`src/rtl/writeback_stage_pkg.sv`:
```
// Shared core definitions for the write-back stage: source select and
// load-type encodings, the hard-wired zero register and extension helpers.
package writeback_stage_pkg;

  // Write-back source select
  localparam logic [1:0] WB_ALU  = 2'b00;
  localparam logic [1:0] WB_MEM  = 2'b01;
  localparam logic [1:0] WB_LINK = 2'b10;

  // Load type encodings; unlisted codes behave as a full-word load
  localparam logic [2:0] LD_W  = 3'b000;
  localparam logic [2:0] LD_B  = 3'b001;
  localparam logic [2:0] LD_BU = 3'b010;
  localparam logic [2:0] LD_H  = 3'b011;
  localparam logic [2:0] LD_HU = 3'b100;

  // Register $0 reads as zero and is never written
  localparam logic [4:0] REG_ZERO = 5'd0;

  // Sign- or zero-extend a byte to 32 bits
  function automatic logic [31:0] ext_byte(input logic [7:0] b, input logic is_signed);
    ext_byte = {{24{is_signed & b[7]}}, b};
  endfunction

  // Sign- or zero-extend a halfword to 32 bits
  function automatic logic [31:0] ext_half(input logic [15:0] h, input logic is_signed);
    ext_half = {{16{is_signed & h[15]}}, h};
  endfunction

endpackage

```
`src/rtl/writeback_stage_load_extract.sv`:
```
// Combinational sub-word load extraction (little-endian) with sign/zero
// extension. Halfword loads use only offset bit 1; no misalignment trap.
module writeback_stage_load_extract
  import writeback_stage_pkg::*;
(
  input  logic [31:0] i_read_data,
  input  logic [1:0]  i_offset,
  input  logic [2:0]  i_load_type,
  output logic [31:0] o_data
);

  logic [7:0]  w_byte;
  logic [15:0] w_half;

  // Pick the addressed byte and halfword out of the memory word
  always_comb begin
    w_byte = 8'h00;
    case (i_offset)
      2'd0:    w_byte = i_read_data[7:0];
      2'd1:    w_byte = i_read_data[15:8];
      2'd2:    w_byte = i_read_data[23:16];
      2'd3:    w_byte = i_read_data[31:24];
      default: w_byte = i_read_data[7:0];
    endcase
    if (i_offset[1]) begin
      w_half = i_read_data[31:16];
    end else begin
      w_half = i_read_data[15:0];
    end
  end

  // Extend the selected piece according to the load type
  always_comb begin
    o_data = i_read_data;
    case (i_load_type)
      LD_B:    o_data = ext_byte(w_byte, 1'b1);
      LD_BU:   o_data = ext_byte(w_byte, 1'b0);
      LD_H:    o_data = ext_half(w_half, 1'b1);
      LD_HU:   o_data = ext_half(w_half, 1'b0);
      default: o_data = i_read_data;
    endcase
  end

endmodule

```
`src/rtl/writeback_stage.sv`:
```
// MEM/WB pipeline register and write-back stage: captures the retiring
// instruction, extracts load data, drives the register-file write port and
// counts retired instructions.
module writeback_stage
  import writeback_stage_pkg::*;
#(
  parameter int DATA_W = 32,
  parameter int ADDR_W = 5
) (
  input  logic              clk,
  input  logic              reset,
  input  logic              stall,
  input  logic              flush,
  input  logic              mem_valid,
  input  logic              mem_RegWrite,
  input  logic [1:0]        mem_WbSel,
  input  logic [2:0]        mem_LoadType,
  input  logic [DATA_W-1:0] mem_ALUResult,
  input  logic [DATA_W-1:0] mem_ReadData,
  input  logic [DATA_W-1:0] mem_LinkAddr,
  input  logic [ADDR_W-1:0] mem_rd,
  output logic              WriteEn,
  output logic [ADDR_W-1:0] rdAddress,
  output logic [DATA_W-1:0] Write_Back,
  output logic              wb_valid,
  output logic [31:0]       instret
);

  logic              r_valid;
  logic              r_reg_write;
  logic [1:0]        r_wb_sel;
  logic [2:0]        r_load_type;
  logic [DATA_W-1:0] r_alu_result;
  logic [DATA_W-1:0] r_read_data;
  logic [DATA_W-1:0] r_link_addr;
  logic [ADDR_W-1:0] r_rd;
  logic [31:0]       r_instret;
  logic [DATA_W-1:0] w_load_data;
  logic              w_retire;

  // An instruction leaves WB when the register is not held, or is flushed
  assign w_retire = r_valid & (~stall | flush);

  // MEM/WB register: flush beats stall, stall holds, otherwise capture
  always_ff @(posedge clk or negedge reset) begin
    if (!reset) begin
      r_valid      <= 1'b0;
      r_reg_write  <= 1'b0;
      r_wb_sel     <= 2'b00;
      r_load_type  <= 3'b000;
      r_alu_result <= '0;
      r_read_data  <= '0;
      r_link_addr  <= '0;
      r_rd         <= '0;
    end else if (flush) begin
      r_valid     <= 1'b0;
      r_reg_write <= 1'b0;
    end else if (!stall) begin
      r_valid      <= mem_valid;
      r_reg_write  <= mem_RegWrite;
      r_wb_sel     <= mem_WbSel;
      r_load_type  <= mem_LoadType;
      r_alu_result <= mem_ALUResult;
      r_read_data  <= mem_ReadData;
      r_link_addr  <= mem_LinkAddr;
      r_rd         <= mem_rd;
    end else begin
      r_valid      <= r_valid;
      r_reg_write  <= r_reg_write;
    end
  end

  // Retired-instruction counter, wraps naturally at 2^32
  always_ff @(posedge clk or negedge reset) begin
    if (!reset) begin
      r_instret <= 32'd0;
    end else if (w_retire) begin
      r_instret <= r_instret + 32'd1;
    end else begin
      r_instret <= r_instret;
    end
  end

  writeback_stage_load_extract u_load_extract (
    .i_read_data (r_read_data),
    .i_offset    (r_alu_result[1:0]),
    .i_load_type (r_load_type),
    .o_data      (w_load_data)
  );

  // Write-back source mux; the unused select code falls back to the ALU
  always_comb begin
    Write_Back = r_alu_result;
    case (r_wb_sel)
      WB_MEM:  Write_Back = w_load_data;
      WB_LINK: Write_Back = r_link_addr;
      default: Write_Back = r_alu_result;
    endcase
  end

  // Register-file port; $0 is never written. Stalled writes simply repeat.
  assign WriteEn   = r_valid & r_reg_write & (r_rd != ADDR_W'(REG_ZERO));
  assign rdAddress = r_rd;
  assign wb_valid  = r_valid;
  assign instret   = r_instret;

endmodule

```
`config.mk`:
```
export PLATFORM = sky130hd
export DESIGN_NAME = writeback_stage
export DESIGN_NICKNAME = d
export VERILOG_FILES = /design/src/rtl/writeback_stage_pkg.sv /design/src/rtl/writeback_stage_load_extract.sv /design/src/rtl/writeback_stage.sv
export SDC_FILE = /design/constraint.sdc
export NUM_CORES = 1
export LEC_CHECK = 0
export ABC_AREA = 1
export CAP_MARGIN = 25
export CORE_MARGIN = 2
export CORE_UTILIZATION = 31
export DETAILED_ROUTE_END_ITERATION = 12
export PLACE_DENSITY = 0.58
export SETUP_SLACK_MARGIN = 0.02
export SLEW_MARGIN = 25
export SYNTH_ARGS = -nofsm -noshare
export SYNTH_HDL_FRONTEND = slang
export SYNTH_SLANG_ARGS = --single-unit
```
`constraint.sdc`:
```
create_clock -name clk -period 2.26 [get_ports clk]
set_clock_uncertainty 0.2 [all_clocks]
set_input_delay 0.452 -clock clk [delete_from_list [all_inputs] [get_ports clk]]
set_output_delay 0.452 -clock clk [all_outputs]
set_load 0.05 [all_outputs]
```
==> run_summary.xml <==
<?xml version="1.0" encoding="UTF-8"?>
<metrics>
  <group name="floorplan">
    <metric name="die-area" unit="mm^2">0.0258</metric>
    <metric name="initial_core_util" unit="%">31.4</metric>
    <metric name="core-area" unit="mm^2">0.0242</metric>
    <metric name="floorplan.io_pins" unit="">183</metric>
    <metric name="num_rows" unit="">57</metric>
    <metric name="chipWidth" unit="um">161</metric>
    <metric name="die_y" unit="um">161</metric>
  </group>
  <group name="yosys">
    <metric name="synth_top_cell_area_share" unit="%">46.1</metric>
    <metric name="synthAdderAreaFrac" unit="%">0.494</metric>
    <metric name="synth-seq-cells" unit="">140</metric>
    <metric name="postSynthCellCount" unit="">1090</metric>
    <metric name="synth_top_area_cell" unit="">sky130_fd_sc_hd__dfrtp_1</metric>
    <metric name="synthSimpleGateAreaFrac" unit="%">33.9</metric>
    <metric name="syn_area" unit="mm^2">0.00760</metric>
    <metric name="yosys-mux-area-fraction" unit="%">0</metric>
    <metric name="synthesis.nets" unit="">1205</metric>
    <metric name="yosys-top-cells-area" unit="">sky130_fd_sc_hd__dfrtp_1 (46%), sky130_fd_sc_hd__nand2_1 (23%), sky130_fd_sc_hd__a21oi_1 (7.1%), sky130_fd_sc_hd__nor2_1 (5.0%), sky130_fd_sc_hd__nand3_1 (3.8%)</metric>
    <metric name="syn-mean-instance-area" unit="um^2">6.97</metric>
    <metric name="post_synth_num_cell_types" unit="">25</metric>
    <metric name="synth.yosys.warnings" unit="">0</metric>
    <metric name="synth-compound-area-share" unit="%">10.2</metric>
    <metric name="synth_seq_area_share" unit="%">46.1</metric>
    <metric name="synth_top_family_by_area" unit="">simple AND/OR/NAND/NOR gates</metric>
    <metric name="synth_xor_area_share" unit="%">2.31</metric>
  </group>
  <group name="placement">
    <metric name="preCtsSetupSlack" unit="ps">-122</metric>
    <metric name="dp_hpwl" unit="mm">19.5</metric>
    <metric name="port_buffers" unit="">182</metric>
    <metric name="postPlaceCellArea" unit="mm^2">0.0105</metric>
    <metric name="gpl.final_weighted_congestion" unit="">0.884</metric>
  </group>
  <group name="drt">
    <metric name="routed-via-count" unit="">7664</metric>
    <metric name="detail_route.first_pass.iterations" unit="">5</metric>
    <metric name="detail-route-antenna-nets" unit="">0</metric>
    <metric name="route.detailed.wl_per_inst" unit="um">15.6</metric>
    <metric name="finalWirelength" unit="mm">25.7</metric>
    <metric name="routed_vias_inst" unit="">4.64</metric>
    <metric name="drt_first_iter_violations" unit="">519</metric>
    <metric name="drc" unit="">0</metric>
  </group>
  <group name="clocking">
    <metric name="cell_at_the_root_of_the_clock_tree" unit="">sky130_fd_sc_hd__clkbuf_16</metric>
    <metric name="tritoncts_clock_tree" unit="">built</metric>
    <metric name="clk_pin_slew_worst_paths" unit="ps">60</metric>
    <metric name="cts.path.max_buffers" unit="">2</metric>
    <metric name="cts.sinks" unit="">140</metric>
    <metric name="postCtsSetupRepairBufs" unit="">0</metric>
    <metric name="clkLatencyLatePin" unit="ps">430</metric>
    <metric name="numCtsBuffers" unit="">17</metric>
    <metric name="cts-htree-levels" unit="">4</metric>
  </group>
  <group name="outcome">
    <metric name="outcome" unit="">complete, but fails checks</metric>
    <metric name="violations" unit="">setup timing</metric>
  </group>
  <group name="sta">
    <metric name="drv_slew" unit="">0</metric>
    <metric name="tightest_slew" unit="ps">494</metric>
    <metric name="final_period_minus_worst_setup_slack" unit="ps">2740</metric>
    <metric name="timing.final.ws_setup" unit="ps">-475</metric>
    <metric name="share_of_the_clock_period_used_by_the_worst_path_after_layout" unit="%">121</metric>
    <metric name="fmax" unit="GHz">0.366</metric>
    <metric name="slew_headroom" unit="%">67.2</metric>
    <metric name="rsz0062_at_grt" unit="">yes</metric>
    <metric name="report.final.hold_viol_count" unit="">0</metric>
    <metric name="finalSetupViolCount" unit="">32</metric>
  </group>
  <group name="worst_setup_path">
    <metric name="crit_path_frequent_cell" unit="">sky130_fd_sc_hd__inv_2</metric>
    <metric name="critical_path_class" unit="">reg -&gt; out</metric>
    <metric name="crit_end_element" unit="">output pin</metric>
    <metric name="worstSetupStartpointType" unit="">register</metric>
    <metric name="worstReg2RegStart" unit="">instret[0]</metric>
    <metric name="critical-path-max-stage-delay" unit="ps">450</metric>
    <metric name="critical_path.cell_chain" unit="">inv_2 &gt; nand3_2 &gt; nand2_4 &gt; nor2_4 &gt; inv_2 &gt; nand3_4 &gt; buf_12 &gt; nand2_2 &gt; a21oi_4 &gt; buf_6</metric>
    <metric name="critPathMaxFanout" unit="">8</metric>
    <metric name="reg2reg_depth" unit="">8</metric>
    <metric name="worstPathRequired" unit="ps">1610</metric>
    <metric name="crit_arrival" unit="ps">2080</metric>
    <metric name="critPathLaunch" unit="">r_load_type[0]</metric>
    <metric name="slowest_cell_on_crit_path" unit="">sky130_fd_sc_hd__dfrtp_2</metric>
  </group>
  <group name="grt">
    <metric name="global_route.overflow_total" unit="">0</metric>
    <metric name="first_global_vias" unit="">7502</metric>
    <metric name="grt_start_max_net_pins" unit="">62</metric>
    <metric name="grt_use_total" unit="%">20.4</metric>
    <metric name="grt_first_pass_wirelength" unit="mm">41.0</metric>
    <metric name="grt_antenna_before_repair" unit="">1</metric>
  </group>
  <group name="finish">
    <metric name="multi_input_area" unit="mm^2">0.00410</metric>
    <metric name="area.sequential" unit="mm^2">0.00351</metric>
    <metric name="finalNetCount" unit="">1429</metric>
    <metric name="post_route_cells_drive_above_1_share" unit="%">18.8</metric>
    <metric name="num-fill-cells" unit="">2427</metric>
    <metric name="layout.cell_area.non_filler" unit="mm^2">0.0114</metric>
    <metric name="area_delta_synth_final" unit="%">50.6</metric>
  </group>
  <group name="power">
    <metric name="totalPowerFinal" unit="mW">10.1</metric>
    <metric name="ir_worst_vdd" unit="mV">0.469</metric>
    <metric name="power_leakage" unit="nW">5.46</metric>
    <metric name="power_density" unit="mW/mm^2">879</metric>
  </group>
  <group name="hold_path">
    <metric name="hold_class" unit="">reg -&gt; reg</metric>
    <metric name="worstHoldStart" unit="">r_link_addr[21]</metric>
    <metric name="whs_path_depth" unit="">2</metric>
  </group>
  <group name="run">
    <metric name="max_cap_viol_count" unit="">0</metric>
  </group>
</metrics>
[where the power goes]
group | leakage [nW] | internal [mW] | switching, mW
sequential | 1.76 | 2.80 | 0.250
clock | 0.282 | 1.68 | 1.19
combinational | 3.41 | 1.55 | 2.59
total | 5.45 | 6.03 | 4.02
[state kept, by name, summed over array words and instances, names as in the netlist]
signal / cells
r_reg_write: 1
wb_valid: 1
rdAddress: 5
r_read_data: 32
r_alu_result: 32
r_wb_sel: 2
r_link_addr: 32
instret: 32
r_load_type: 3
[path summary, 6_finish.rpt]
path | end | slack [ps]
setup / recovery | Write_Back[24] | -480
hold / removal | r_link_addr[21] | 270
setup reg to reg | instret[24] | 280
hold reg to reg | r_link_addr[21] | 270
max in group asynchronous | r_alu_result[31] | 920
min in group asynchronous | r_read_data[6] | 290
[worst max-delay path, delay by kind of cell (launching register included)]
kind	cells	cell delay, ps
AND/OR/NAND/NOR	5	560
buffers and inverters	4	490
AO/OA/AOI/OAI	1	140
flip-flops	1	450
[stage by stage]
stage	utilization [%]	setup TNS [ps]	cells	hold slack [ps]
floorplan	-	-0.677	1090	-43.6
global placement	43.5	-857	1618	176
detailed placement	43.5	-2200	1618	175
CTS	47.0	-14220	1650	274
global route	47.3	-16790	1651	287
finish	47.3	-13840	1651	272
[synthesized netlist by cell type (all sizes together)]
cell type    n
buf         23
xnor2        8
nand3b       5
o311ai       1
nor2       105
a21oi      108
clkbuf      26
inv         80
nand3       61
xor2        12
nor3         3
dfrtp      140
o21ai       45
nand4        2
ha           3
nand2      468
[kinds of logic (layout without fill, tap and decap cells)]
group | count (synthesis) | in the layout
XOR/XNOR | 20 | 20
AND/OR/NAND/NOR | 644 | 644
buffers and inverters | 129 | 365
adder cells (fa/ha/maj) | 3 | 3
AO/OA/AOI/OAI | 154 | 154
other | 0 | 1
flip-flops | 140 | 140
[layout by cell type (no fill, tap or decap), types with 4 or more instances in the layout]
cell	netlist	final
sky130_fd_sc_hd__nand2_2	1	16
sky130_fd_sc_hd__nor2_1	102	100
sky130_fd_sc_hd__nand3b_1	5	5
sky130_fd_sc_hd__xor2_1	12	12
sky130_fd_sc_hd__dlygate4sd2_1	0	15
sky130_fd_sc_hd__dfrtp_2	0	5
sky130_fd_sc_hd__buf_12	0	11
sky130_fd_sc_hd__nand3_1	57	48
sky130_fd_sc_hd__nand2_1	466	445
sky130_fd_sc_hd__a21oi_1	108	71
sky130_fd_sc_hd__buf_8	0	12
sky130_fd_sc_hd__o21ai_0	45	45
sky130_fd_sc_hd__inv_6	0	5
sky130_fd_sc_hd__dfrtp_1	140	135
sky130_fd_sc_hd__clkbuf_16	0	17
sky130_fd_sc_hd__nand3_2	3	9
sky130_fd_sc_hd__xnor2_1	8	8
sky130_fd_sc_hd__buf_4	0	81
sky130_fd_sc_hd__clkdlybuf4s50_1	0	110
sky130_fd_sc_hd__buf_6	3	24
sky130_fd_sc_hd__a21oi_2	0	5
sky130_fd_sc_hd__inv_1	73	73
sky130_fd_sc_hd__inv_2	7	5
sky130_fd_sc_hd__a21oi_4	0	32
sky130_fd_sc_hd__nand3_4	1	4
sky130_fd_sc_hd__nand2_4	1	7
[layout make-up]
cell class | instances | area share (%)
clock inverters | 13 | 1.36
repair buffers | 254 | 22.0
clock buffers | 18 | 3.84
multi-input cells | 821 | 35.9
well taps | 324 | 3.54
diodes | 1 | 0.0219
inverters | 80 | 2.67
flip-flops and latches | 140 | 30.7
[routing by layer]
layer / up-vias / global-route usage, % / wire length [um]
li1: 3862 / - / -
met1: 3579 / 29.0 / 12300
met2: 201 / 32.1 / 11800
met3: 22 / 3.38 / 1230
met4: 0 / 6.06 / 465
met5: - / 0 / 0
[timing repair]
item,in CTS,in global routing
endpoints found under the setup margin,47,33
endpoints found under the hold margin,27,0
pin swaps,10,10
gates cloned,0,0
hold buffers,1,0
resized for setup,88,21
Note: power is estimated with default switching activity, not from simulation.
